==> src/rtl/esm_free_slot_enc.sv <==
// Lowest-index clear-bit priority encoder over the slot occupancy bitmap.
// Purely combinational; any_free drops when every slot is taken.
module esm_free_slot_enc #(
   parameter int unsigned BS = 16,
   localparam int unsigned IW = $clog2(BS)
) (
   input  logic [BS-1:0] occ,
   output logic [IW-1:0] free_idx,
   output logic          any_free
);

   always_comb begin
      free_idx = '0;
      // Descending scan so the lowest clear bit is the last one assigned.
      for (int i = BS - 1; i >= 0; i--) begin
         if (!occ[i]) free_idx = IW'(i);
      end
   end

   assign any_free = ~&occ;

endmodule

==> src/rtl/esm_shuffle_buffer.sv <==
// Slot storage around the ESM selection core: fills the lowest free slot,
// publishes occupancy, and emits/frees the slot the core selects.
module esm_shuffle_buffer #(
   parameter int unsigned BS     = 16,
   parameter int unsigned DW     = 8,
   parameter int unsigned THRESH = BS,
   localparam int unsigned IW    = $clog2(BS),
   localparam int unsigned CW    = $clog2(BS + 1)
) (
   input  logic          clk,
   input  logic          rst,
   input  logic          in_valid,
   input  logic [DW-1:0] in_data,
   output logic          in_ready,
   input  logic          flush,
   input  logic [IW-1:0] sel_index,
   output logic [BS-1:0] ready_positions,
   output logic          start,
   output logic          out_valid,
   output logic [DW-1:0] out_data,
   input  logic          out_ready,
   output logic [CW-1:0] count
);

   logic [BS-1:0] occ_q, occ_d;
   logic [DW-1:0] mem_q [BS];
   logic [CW-1:0] count_q, count_d;
   logic          draining_q, draining_d;
   logic          primed_q, start_q;
   logic [IW-1:0] free_idx;
   logic          any_free;
   logic          wr, pop, primed_d;

   esm_free_slot_enc #(
      .BS (BS)
   ) u_enc (
      .occ      (occ_q),
      .free_idx (free_idx),
      .any_free (any_free)
   );

   assign in_ready        = (count_q != CW'(BS));
   assign ready_positions = occ_q;
   assign count           = count_q;
   assign start           = start_q;
   assign out_valid       = occ_q[sel_index] && ((count_q >= CW'(THRESH)) || draining_q);
   assign out_data        = mem_q[sel_index];

   assign wr  = in_valid && in_ready && any_free;
   assign pop = out_valid && out_ready;

   always_comb begin
      occ_d = occ_q;
      if (pop) occ_d[sel_index] = 1'b0;
      // Write slot comes from pre-edge occ, so it can never collide with the pop.
      if (wr)  occ_d[free_idx]  = 1'b1;

      count_d = count_q;
      unique case ({wr, pop})
         2'b10:   count_d = count_q + CW'(1);
         2'b01:   count_d = count_q - CW'(1);
         default: count_d = count_q;
      endcase

      draining_d = draining_q;
      if (flush && count_q != '0)   draining_d = 1'b1;
      else if (count_q == '0 && !wr) draining_d = 1'b0;

      primed_d = primed_q || (count_d >= CW'(THRESH));
   end

   always_ff @(posedge clk or posedge rst) begin
      if (rst) begin
         occ_q      <= '0;
         count_q    <= '0;
         draining_q <= 1'b0;
         primed_q   <= 1'b0;
         start_q    <= 1'b0;
      end else begin
         occ_q      <= occ_d;
         count_q    <= count_d;
         draining_q <= draining_d;
         primed_q   <= primed_d;
         start_q    <= primed_d && !primed_q;
      end
   end

   // Contents need no reset: a slot is only readable once its occ bit is set.
   always_ff @(posedge clk) begin
      if (wr) mem_q[free_idx] <= in_data;
   end

endmodule

==> config.mk <==
export PLATFORM = sky130hd
export DESIGN_NAME = esm_shuffle_buffer
export DESIGN_NICKNAME = d
export VERILOG_FILES = /design/src/rtl/esm_free_slot_enc.sv /design/src/rtl/esm_shuffle_buffer.sv
export SDC_FILE = /design/constraint.sdc
export NUM_CORES = 1
export LEC_CHECK = 0
export ABC_AREA = 1
export CELL_PAD_IN_SITES_DETAIL_PLACEMENT = 1
export CELL_PAD_IN_SITES_GLOBAL_PLACEMENT = 1
export CORE_MARGIN = 2
export CORE_UTILIZATION = 47
export DETAILED_ROUTE_END_ITERATION = 10
export GPL_TIMING_DRIVEN = 0
export PLACE_DENSITY = 0.89
export SYNTH_ARGS = -nofsm -noshare
export SYNTH_HDL_FRONTEND = slang
export SYNTH_HIERARCHICAL = 1
export SYNTH_SLANG_ARGS = --single-unit
==> constraint.sdc <==
create_clock -name clk -period 3.2 [get_ports clk]
set_input_delay 0.64 -clock clk [delete_from_list [all_inputs] [get_ports clk]]
set_output_delay 0.64 -clock clk [all_outputs]
set_load 0.02 [all_outputs]
=== Word level (Yosys, flattened, before mapping) ===
Memory sizes are Yosys's and may differ from the RTL's.
Index checks and enable logic that the tools add are counted.

* RAM bits: 128
* Input bits: 17
* Bits in registers: 24
* Word-level logic and storage cells: 67
* Memories: 1

{| class="wikitable"
|+ Memory list
! memory !! words !! width !! rd ports !! clocked after Yosys merged registers in !! write ports !! line !! text
|-
| mem_q || 16 || 8 || 1 || 0 || 1 || esm_shuffle_buffer.sv:26 || <nowiki>logic [DW-1:0] mem_q [BS];</nowiki>
|}

* Bitwise operators: 3
* Add/subtract/negate cells: 2
* Multiplexer cells: 29
* Reductions and logical operators: 18
* Equal/unequal tests: 3
* $lt $le $gt $ge: 6

{| class="wikitable"
|+ Operators by type and width
! operator !! number
|-
| two-way mux 4 bit || 16
|-
| two-way mux 16 bit || 2
|-
| bitwise AND 16 bit || 1
|-
| inverter 16 bit || 1
|-
| OR 16 bit || 1
|-
| AND reduction 16 bit || 1
|-
| >= comparator 5 bit (second input constant) || 2
|-
| < comparator 4 x 5 -> 1 bit (second input constant) || 2
|-
| one-hot mux 5 bit (2 select lines) || 1
|-
| logical AND 1 bit || 9
|-
| demux 1 bit (select 4 bit) || 2
|-
| >= comparator 4 x 1 -> 1 bit (second input constant) || 2
|-
| two-way mux 1 bit || 7
|-
| adder 5 x 1 -> 5 bit (second input constant) || 1
|-
| logical NOT 5 bit || 1
|-
| inequality test 5 bit (second input constant) || 1
|-
| nonzero test 5 bit || 1
|-
| subtractor 5 x 1 -> 5 bit (second input constant) || 1
|-
| binary-select mux 1 bit (select 4 bit) || 1
|-
| logical NOT 1 bit || 3
|-
| equality test 2 x 1 -> 1 bit (second input constant) || 1
|-
| equality test 2 bit (second input constant) || 1
|-
| logical OR 1 bit || 2
|-
| nonzero test 2 bit || 1
|}

=== Depth between registers and ports, before layout ===
* Depth after elaboration: 22
* Gate-level depth with buffers: 22

=== Cells and area by module ===
Netlist, hierarchy kept.

{| class="wikitable"
|+ Modules (own cells, without submodules)
! module !! area each (um2) !! instances !! cells an instance
|-
| esm_shuffle_buffer || 6,436.2 || 1 || 538
|-
| esm_free_slot_enc || 165.2 || 1 || 38
|}

=== Least setup slack after synthesis ===
No wires, ideal clock.

* Path kind: input-to-reg
* Start point: input sel_index[1]
* End point: register start_q (netlist: start)
* Slack: 0.375 ns
* Required time: 3.123 ns
* Stages on the path: 21
* Setup time: 0.077 ns
* Data arrival time: 2.748 ns
* Path through: buf_4 inv_1 nand2_1 nand2_1 nand2_1 nand2_2 inv_2 nand2_4 nand3_4 buf_6 inv_1 ha_1 xor2_1 ha_1 a21oi_1 nor2_1 nand2_1 a21o_1 nand2_1 nand2_1 a21oi_1

* Word-level cells in the longest chain between the ends: 9

{| class="wikitable"
|+ RTL lines
! element !! line !! text
|-
| start, declared || esm_shuffle_buffer.sv:16 || <nowiki>input logic [IW-1:0] sel_index,</nowiki>
|-
| binary-select mux 1 bit (select 4 bit) * || esm_shuffle_buffer.sv:46 || <nowiki>assign out_valid = occ_q[sel_index] && ((count_q >= CW'(THRESH)) || draining_q);</nowiki>
|-
| two-way mux 1 bit (not written as such) * || esm_shuffle_buffer.sv:46 ||
|-
| logical AND 1 bit * || esm_shuffle_buffer.sv:46 ||
|-
| logical AND 1 bit * || esm_shuffle_buffer.sv:50 || <nowiki>assign pop = out_valid && out_ready;</nowiki>
|-
| equality test 2 x 1 -> 1 bit / equality test 2 bit (equally long branches) || esm_shuffle_buffer.sv:59 || <nowiki>unique case ({wr, pop})</nowiki>
|-
| one-hot mux 5 bit (2 select lines) * || esm_shuffle_buffer.sv:59 ||
|-
| >= comparator 5 bit * || esm_shuffle_buffer.sv:69 || <nowiki>primed_d = primed_q || (count_d >= CW'(THRESH));</nowiki>
|-
| logical OR 1 bit * || esm_shuffle_buffer.sv:69 ||
|-
| logical AND 1 bit * || esm_shuffle_buffer.sv:84 || <nowiki>start_q <= primed_d && !primed_q;</nowiki>
|-
| end signal, assigned || esm_shuffle_buffer.sv:84 ||
|-
| end, declared || esm_shuffle_buffer.sv:29 || <nowiki>logic primed_q, start_q;</nowiki>
|}

Every way passes the cells marked *; elsewhere a longest branch is shown, timed or not. The select of a mux whose other input is x is not followed.
A chain may end at the register's enable or synchronous reset.

=== Final worst setup path ===
* Start point: register count_q[4] (netlist: count[4])
* End point: output out_valid

* Word-level cells in the longest chain between the ends: 3

{| class="wikitable"
|+ RTL lines
! element !! line !! text
|-
| start, declared || esm_shuffle_buffer.sv:27 || <nowiki>logic [CW-1:0] count_q, count_d;</nowiki>
|-
| start signal, assigned || esm_shuffle_buffer.sv:81 || <nowiki>count_q <= count_d;</nowiki>
|-
| >= comparator 5 bit || esm_shuffle_buffer.sv:46 ||
|-
| logical OR 1 bit || esm_shuffle_buffer.sv:46 ||
|-
| logical AND 1 bit || esm_shuffle_buffer.sv:46 ||
|-
| end, declared || esm_shuffle_buffer.sv:19 || <nowiki>output logic out_valid,</nowiki>
|}

No other way between the ends.

==> flow_summary.ini <==
[floorplan]
io_pins = 49
initial_utilization_pct = 47.9
dieWidth_um = 123
row_count = 43
die_y_um = 123
dieArea_um2 = 15000
core_area_um2 = 13800

[drt]
wl_um = 21300
ant_nets = 0
drt_pass1_iterations = 5
wire_per_inst_um = 25.4
vias_per_cell = 6.16
vias = 5165
drt_iter0_drc = 652
drc = 0

[worst_hold_path]
hp-class = register to register

[cts]
cts.sinks = 152
clk_root_buffer_cell = clkbuf_16
cts_buffers = 17
cts_tree = done
clkLatencyLatePin_ps = 440
cts_buffer_depth = 2
cts.reportedPaths.clkPinSlew_ps = 60
ctsHoldBuffers = 0
cts.htree.levels = 4

[pwr]
total_power_mw = 6.23
powerDensity_nw_per_um2 = 769
p_leak_nw = 3.10
ir_drop_mv = 0.471

[setup_path]
slowest_stage = clkdlybuf4s50_1
r2r-start = ready_positions[15]
critPathKind = register to output pin
crit_chain = or2_2, buf_2, clkbuf_1, o21a_1, clkdlybuf4s50_1
crit_required_ps = 2560
cp-start-kind = register
r2r_slack_ps = 130
max_stage_delay_ps = 590
r2r-end = mem_q[6][1]
crit_end = out_valid
endpoint_kind = output pin
cp-startpoint = count[4]
cp_max_fo = 10
critPathArrivalTime_ps = 2470
r2r_cells = 11

[placement]
place.gp.congestion = 0.860
numPortBuffers = 46
place_area_um2 = 7290
placedCellCount = 802
post-place-ws_ps = -665
hpwl_um = 13400

[finish]
diodes = 0
multi_input_area_um2 = 1960
nNetsFinal = 666
area_growth_syn_to_layout_pct = 22.7
fin_area_um2 = 8100
seq_area_um2 = 4440
fillers = 1453
drive_gt1_share_pct = 14.0
finalNonFillerCells = 839
final_core_util_pct = 58.8

[synthesis]
syn_area_per_cell_um2 = 11.5
synth_edf_count = 128
yosysSeqAreaShare_pct = 67.3
synth_area_leaders = edfxtp_1 (58%), nand2_1 (9.3%), dfrtp_1 (9.1%), a22oi_1 (7.3%), nand4_1 (2.7%)
netlist.area_leader.share_pct = 58.2
synthArstFlopShare_pct = 15.8
synth-warning-count = 6
yosys-top-cells-count = nand2_1 (163), edfxtp_1 (128), a22oi_1 (64)
syn_nets = 596
synth.largest_area_cell = edfxtp_1
synth_cells = 576
synth_area_um2 = 6600
yosysMostFrequentCell = nand2_1
synth_flop_cell = edfxtp_1
ys_ff_latch = 152
synth.distinct_cells = 32

[sta]
max_clock_freq_ghz = 0.322
skew_ps = 10.9
drv_slew = 0
setup_viol = 0
finalCriticalPeriod_ps = 3110
timing_hold_violations_final = 0
finalCritPeriodShare_pct = 97.1
whs_ps = 419
worst_slew_pin_slew_ps = 1020
setup_slack_ps = 92.7
slew_headroom_pct = 31.6
timing.setup.tns_ps = 0

[grt]
grt_max_degree = 25
grt_pass1_vias = 5495
grt_pass1_wl_um = 32200
grt_use_total_pct = 29.9
overflow = 0
antenna_found_initial = 0

[run]
drv_cap = 0

[run_status]
outcome = complete, no violations
==> layout make-up <==
class                           instances  area share [%]
Tap cell                              180            2.78
Timing Repair Buffer                   51            6.13
Buffer                                 25            2.10
Clock buffer                           17            5.25
Clock inverter                         15            2.56
Sequential cell                       152            54.9
Inverter                               43            2.12
Multi-Input combinational cell        356            24.2
==> report_power, final <==
| part | switching, mW | leakage (nW) | total (mW) | internal [mW] |
|---|---|---|---|---|
| Clock | 0.826 | 0.300 | 2.20 | 1.37 |
| Combinational | 0.938 | 1.35 | 1.41 | 0.471 |
| Sequential | 0.214 | 1.45 | 2.62 | 2.41 |
| Total | 1.98 | 3.10 | 6.23 | 4.25 |
==> repair_timing <==
action                                  CTS  global route
endpoints found under the setup margin   19            99
buffers inserted                          4             0
pin swaps                                 3             0
gates resized for setup                  45            22
cloned                                    1             0
==> cell usage in the layout (no fill, tap or decap), drive strengths merged <==
master	netlist	layout
nand2	166	166
edfxtp	128	128
a22oi	64	64
inv	42	42
clkdlybuf4s50	0	35
nand3	29	29
nor2	29	29
nand4	28	28
clkbuf	8	26
dfrtp	24	24
buf	17	22
a21boi	14	14
clkinv	1	7
bufinv	0	5
clkinvlp	0	4
dlygate4sd2	0	4
clkdlybuf4s15	0	4
o21a	3	3
o21ai	3	3
a21oi	3	3
xor2	3	3
ha	3	3
or2	2	2
xnor2	2	2
nor3	2	2
nand3b	2	2
dlymetal6s2s	0	2
a21o	1	1
nor4	1	1
a31oi	1	1
==> worst min-delay path by stage <==
stage / start / end / slack [ps] / cells after the start
2_1_floorplan: primed_q / start / 390 / 1
3_3_place_gp: primed_q / start / 400 / 1
3_5_place_dp: primed_q / start / 420 / 1
4_1_cts: primed_q / start / 420 / 1
5_1_grt: primed_q / start / 430 / 1
6_report: primed_q / start / 420 / 1
==> layer usage <==
| layer | part of all wire [%] | routed length, µm | global-route usage, % | up-vias |
|---|---|---|---|---|
| met5 | 0 | 0 | 0 | - |
| met4 | 5.0 | 1060 | 16.6 | 0 |
| met3 | 6.5 | 1380 | 6.74 | 99 |
| met2 | 50 | 10800 | 50.4 | 284 |
| met1 | 38 | 8120 | 35.4 | 2570 |
| li1 | - | - | - | 2212 |
==> registers in the layout, summed over array words and instances (netlist names), named ones only <==
register / cells
ready_positions: 16
mem_q: 128
start: 1
count: 3
primed_q: 1
draining_q: 1
==> logic make-up after synthesis <==
group / after synthesis / synth area share, %
AND/OR/NAND/NOR: 259 / 17.1
AO/OA/AOI/OAI: 89 / 9.93
XOR/XNOR: 5 / 0.664
flip-flops: 152 / 67.3
buffers and inverters: 68 / 4.45
adder cells (fa/ha/maj): 3 / 0.569
==> critical path: cells and delay by family, from the launching register on <==
| kind | cells | cell delay [ps] |
|---|---|---|
| simple gates | 1 | 160 |
| buf+inv | 3 | 1210 |
| flops | 1 | 470 |
| compound gates | 1 | 190 |
(Power assumes the default switching activity.)
==> variant (same settings) <==
`DW`: 8 -> 6.
--- a/src/rtl/esm_shuffle_buffer.sv
+++ b/src/rtl/esm_shuffle_buffer.sv
@@ -4,3 +4,3 @@
    parameter int unsigned BS     = 16,
-   parameter int unsigned DW     = 8,
+   parameter int unsigned DW     = 6,
    parameter int unsigned THRESH = BS,
Ports: changed (resized in_data and out_data); port bits go from 49 to 45. The function was not compared with the original's and may differ.
==> variant against the original RTL <==
Worst hold slack better by 0.0042 ns; cell area is 17% lower; power is 15% lower; sequential cell count is 32 lower; non-clock buffer count is 13 lower; sequential share of layout area is 3.0 points lower; setup slack better by 0.10 ns; wire length is 14% lower; synthesized area is 17% lower; critical path depth is 16 higher.
==> variant: results (changes against the original RTL) <==
{| class="wikitable"
! Metric !! Value
|-
| Category of cells accounting for the largest share of critical-path delay || simple AND/OR/NAND/NOR gates
|-
| Count of flip-flops with a built-in enable after synthesis || 96 (-25%)
|-
| Number of multi-input logic gates || 323 (-9.3%)
|-
| Multi-input combinational area share || 26.1% (+1.9 points)
|-
| Inverters || 41 (-4.7%)
|-
| Total clock sinks || 120 (-21%)
|-
| Total instance count after detailed placement || 688 (-14%)
|-
| Cell type of the slowest stage on the worst timing path || sky130_fd_sc_hd__dfrtp_1
|-
| Most frequent cells after synthesis || sky130_fd_sc_hd__nand2_1, sky130_fd_sc_hd__edfxtp_1, sky130_fd_sc_hd__a22oi_1
|-
| Post-Route Skew || 0.00756 ns (-0.00333 ns)
|-
| Signal buf overhead || 8.28% (+0.044 points)
|-
| Switching share of power || 34.3% (+2.5 points)
|-
| Run status || complete, no violations
|-
| Count of input and output buffers || 42 (-8.7%)
|-
| Average size of a mapped cell || 10.8 sq um (-5.5%)
|-
| Stage delay of the slowest cell on the critical path || 0.49 ns (-0.10 ns)
|-
| Vias per std cell || 6.25 (+1.5%)
|-
| Post-synthesis sequential area ratio || 63.9% (-3.4 points)
|-
| Number of flip-flops in the largest register || 96 (-25%)
|-
| Nets || 584 (-12%)
|-
| Die ar. || 12500 sq um (-17%)
|-
| Sequential fraction of total cell area || 51.9% (-3.0 points)
|-
| Pin slew with the least headroom to its limit || 1.03 ns (+0.00250 ns)
|-
| Half-perimeter wire length after placement || 10700 um (-20%)
|-
| Worst endpoint data arrival time || 3.30 ns (+0.83 ns)
|-
| Number of clock buffer instances in the layout || 18 (+1)
|-
| Vias in the first global route || 4822 (-12%)
|-
| Count of non-filler cells in the finished layout || 722 (-14%)
|-
| Detailed-route wire length || 18200 um (-14%)
|-
| Tot GR Track Use || 30.3% (+0.38 points)
|-
| Maximum ir drop on the vdd rail || 0.502 mV (+6.6%)
|-
| Area occupied by registers || 3480 sq um (-22%)
|-
| Leakage component of the power || 2.75 nW (-11%)
|-
| Plain + repair buffers || 63 (-17%)
|-
| First-pass GRT wire length || 28500 um (-11%)
|-
| DRC marker count from the first detailed-route iteration || 443 (-32%)
|-
| Number of fill cells in the layout || 1185 (-18%)
|-
| Ranking of synthesized cells by area || sky130_fd_sc_hd__edfxtp_1, sky130_fd_sc_hd__nand2_1, sky130_fd_sc_hd__dfrtp_1, sky130_fd_sc_hd__a22oi_1, sky130_fd_sc_hd__nand4_1
|-
| Synth unique cells || 32 (unchanged)
|-
| Clock-cell share of area || 8.59% (+0.78 points)
|-
| Fraction of layout cells with a size suffix above 1 || 13.1% (-0.83 points)
|-
| Pre-antenna DRT Iters || 8 (+3)
|-
| Post-Place Worst Slack || -0.659 ns (+0.00630 ns)
|-
| Placed cell areas || 6050 sq um (-17%)
|-
| Synth Net Count || 521 (-13%)
|-
| Async set-or-reset flop fraction in the synthesized netlist || 20.0% (+4.2 points)
|-
| RD Place Congestion || 0.880 (+2.4%)
|-
| Critical Path Source || ready_positions[1]$_DFF_PP0_
|}
==> variant: changes by cell type after synthesis, sizes merged, moves of 2 or more <==
cell	before	now
a22oi	64	48
buf	17	13
clkbuf	8	6
edfxtp	128	96
inv	42	39
nand3	29	26
nand4	28	25
nor2	29	14
nor3	2	6
==> variant: power by group through the flow <==
stage	sequential [mW]	clock, mW	combinational [mW]
3_3_place_gp	2.10	0	1.13
6_report	2.11	1.91	1.30
2_1_floorplan	2.16	0	0.646
3_5_place_dp	2.11	0	1.20
4_1_cts	2.10	1.92	1.27
5_1_grt	2.13	1.98	1.40
==> variant: path summary, 6_finish.rpt <==
kind                                                 endpoint  slack [ns]  depth (start not counted)
worst max-delay path                       primed_q$_DFF_PP0_        0.20                         21
worst min-delay path                          start$_DFF_PP0_        0.42                          1
worst max register to register             primed_q$_DFF_PP0_        0.20                         21
worst min register to register                start$_DFF_PP0_        0.42                          1
max in group asynchronous       ready_positions[15]$_DFF_PP0_        1.79                          2
min in group asynchronous                  count[0]$_DFF_PP0_        0.78                          2
==> variant: cell families (layout without fill, tap and decap cells) <==
| kind of cell | count (synthesis) | after routing | synth area share, % |
|---|---|---|---|
| AND/OR/NAND/NOR | 241 | 241 | 19.9 |
| flip-flops | 120 | 120 | 63.9 |
| AO/OA/AOI/OAI | 73 | 73 | 9.78 |
| buffers and inverters | 60 | 136 | 4.75 |
| XOR/XNOR | 6 | 6 | 0.965 |
| adder cells (fa/ha/maj) | 3 | 3 | 0.689 |
==> variant: repair_timing <==
item,CTS,global route
setup endpoints to repair,10,10
pin swaps,0,0
gates resized for setup,27,12
setup buffers,1,0
cloned,1,0
==> variant: metal layers <==
layer	global-route usage [%]	share of wire, %
met1	38.2	38
met2	50.1	49
met3	7.29	8.8
met4	13.2	3.8
met5	0	0
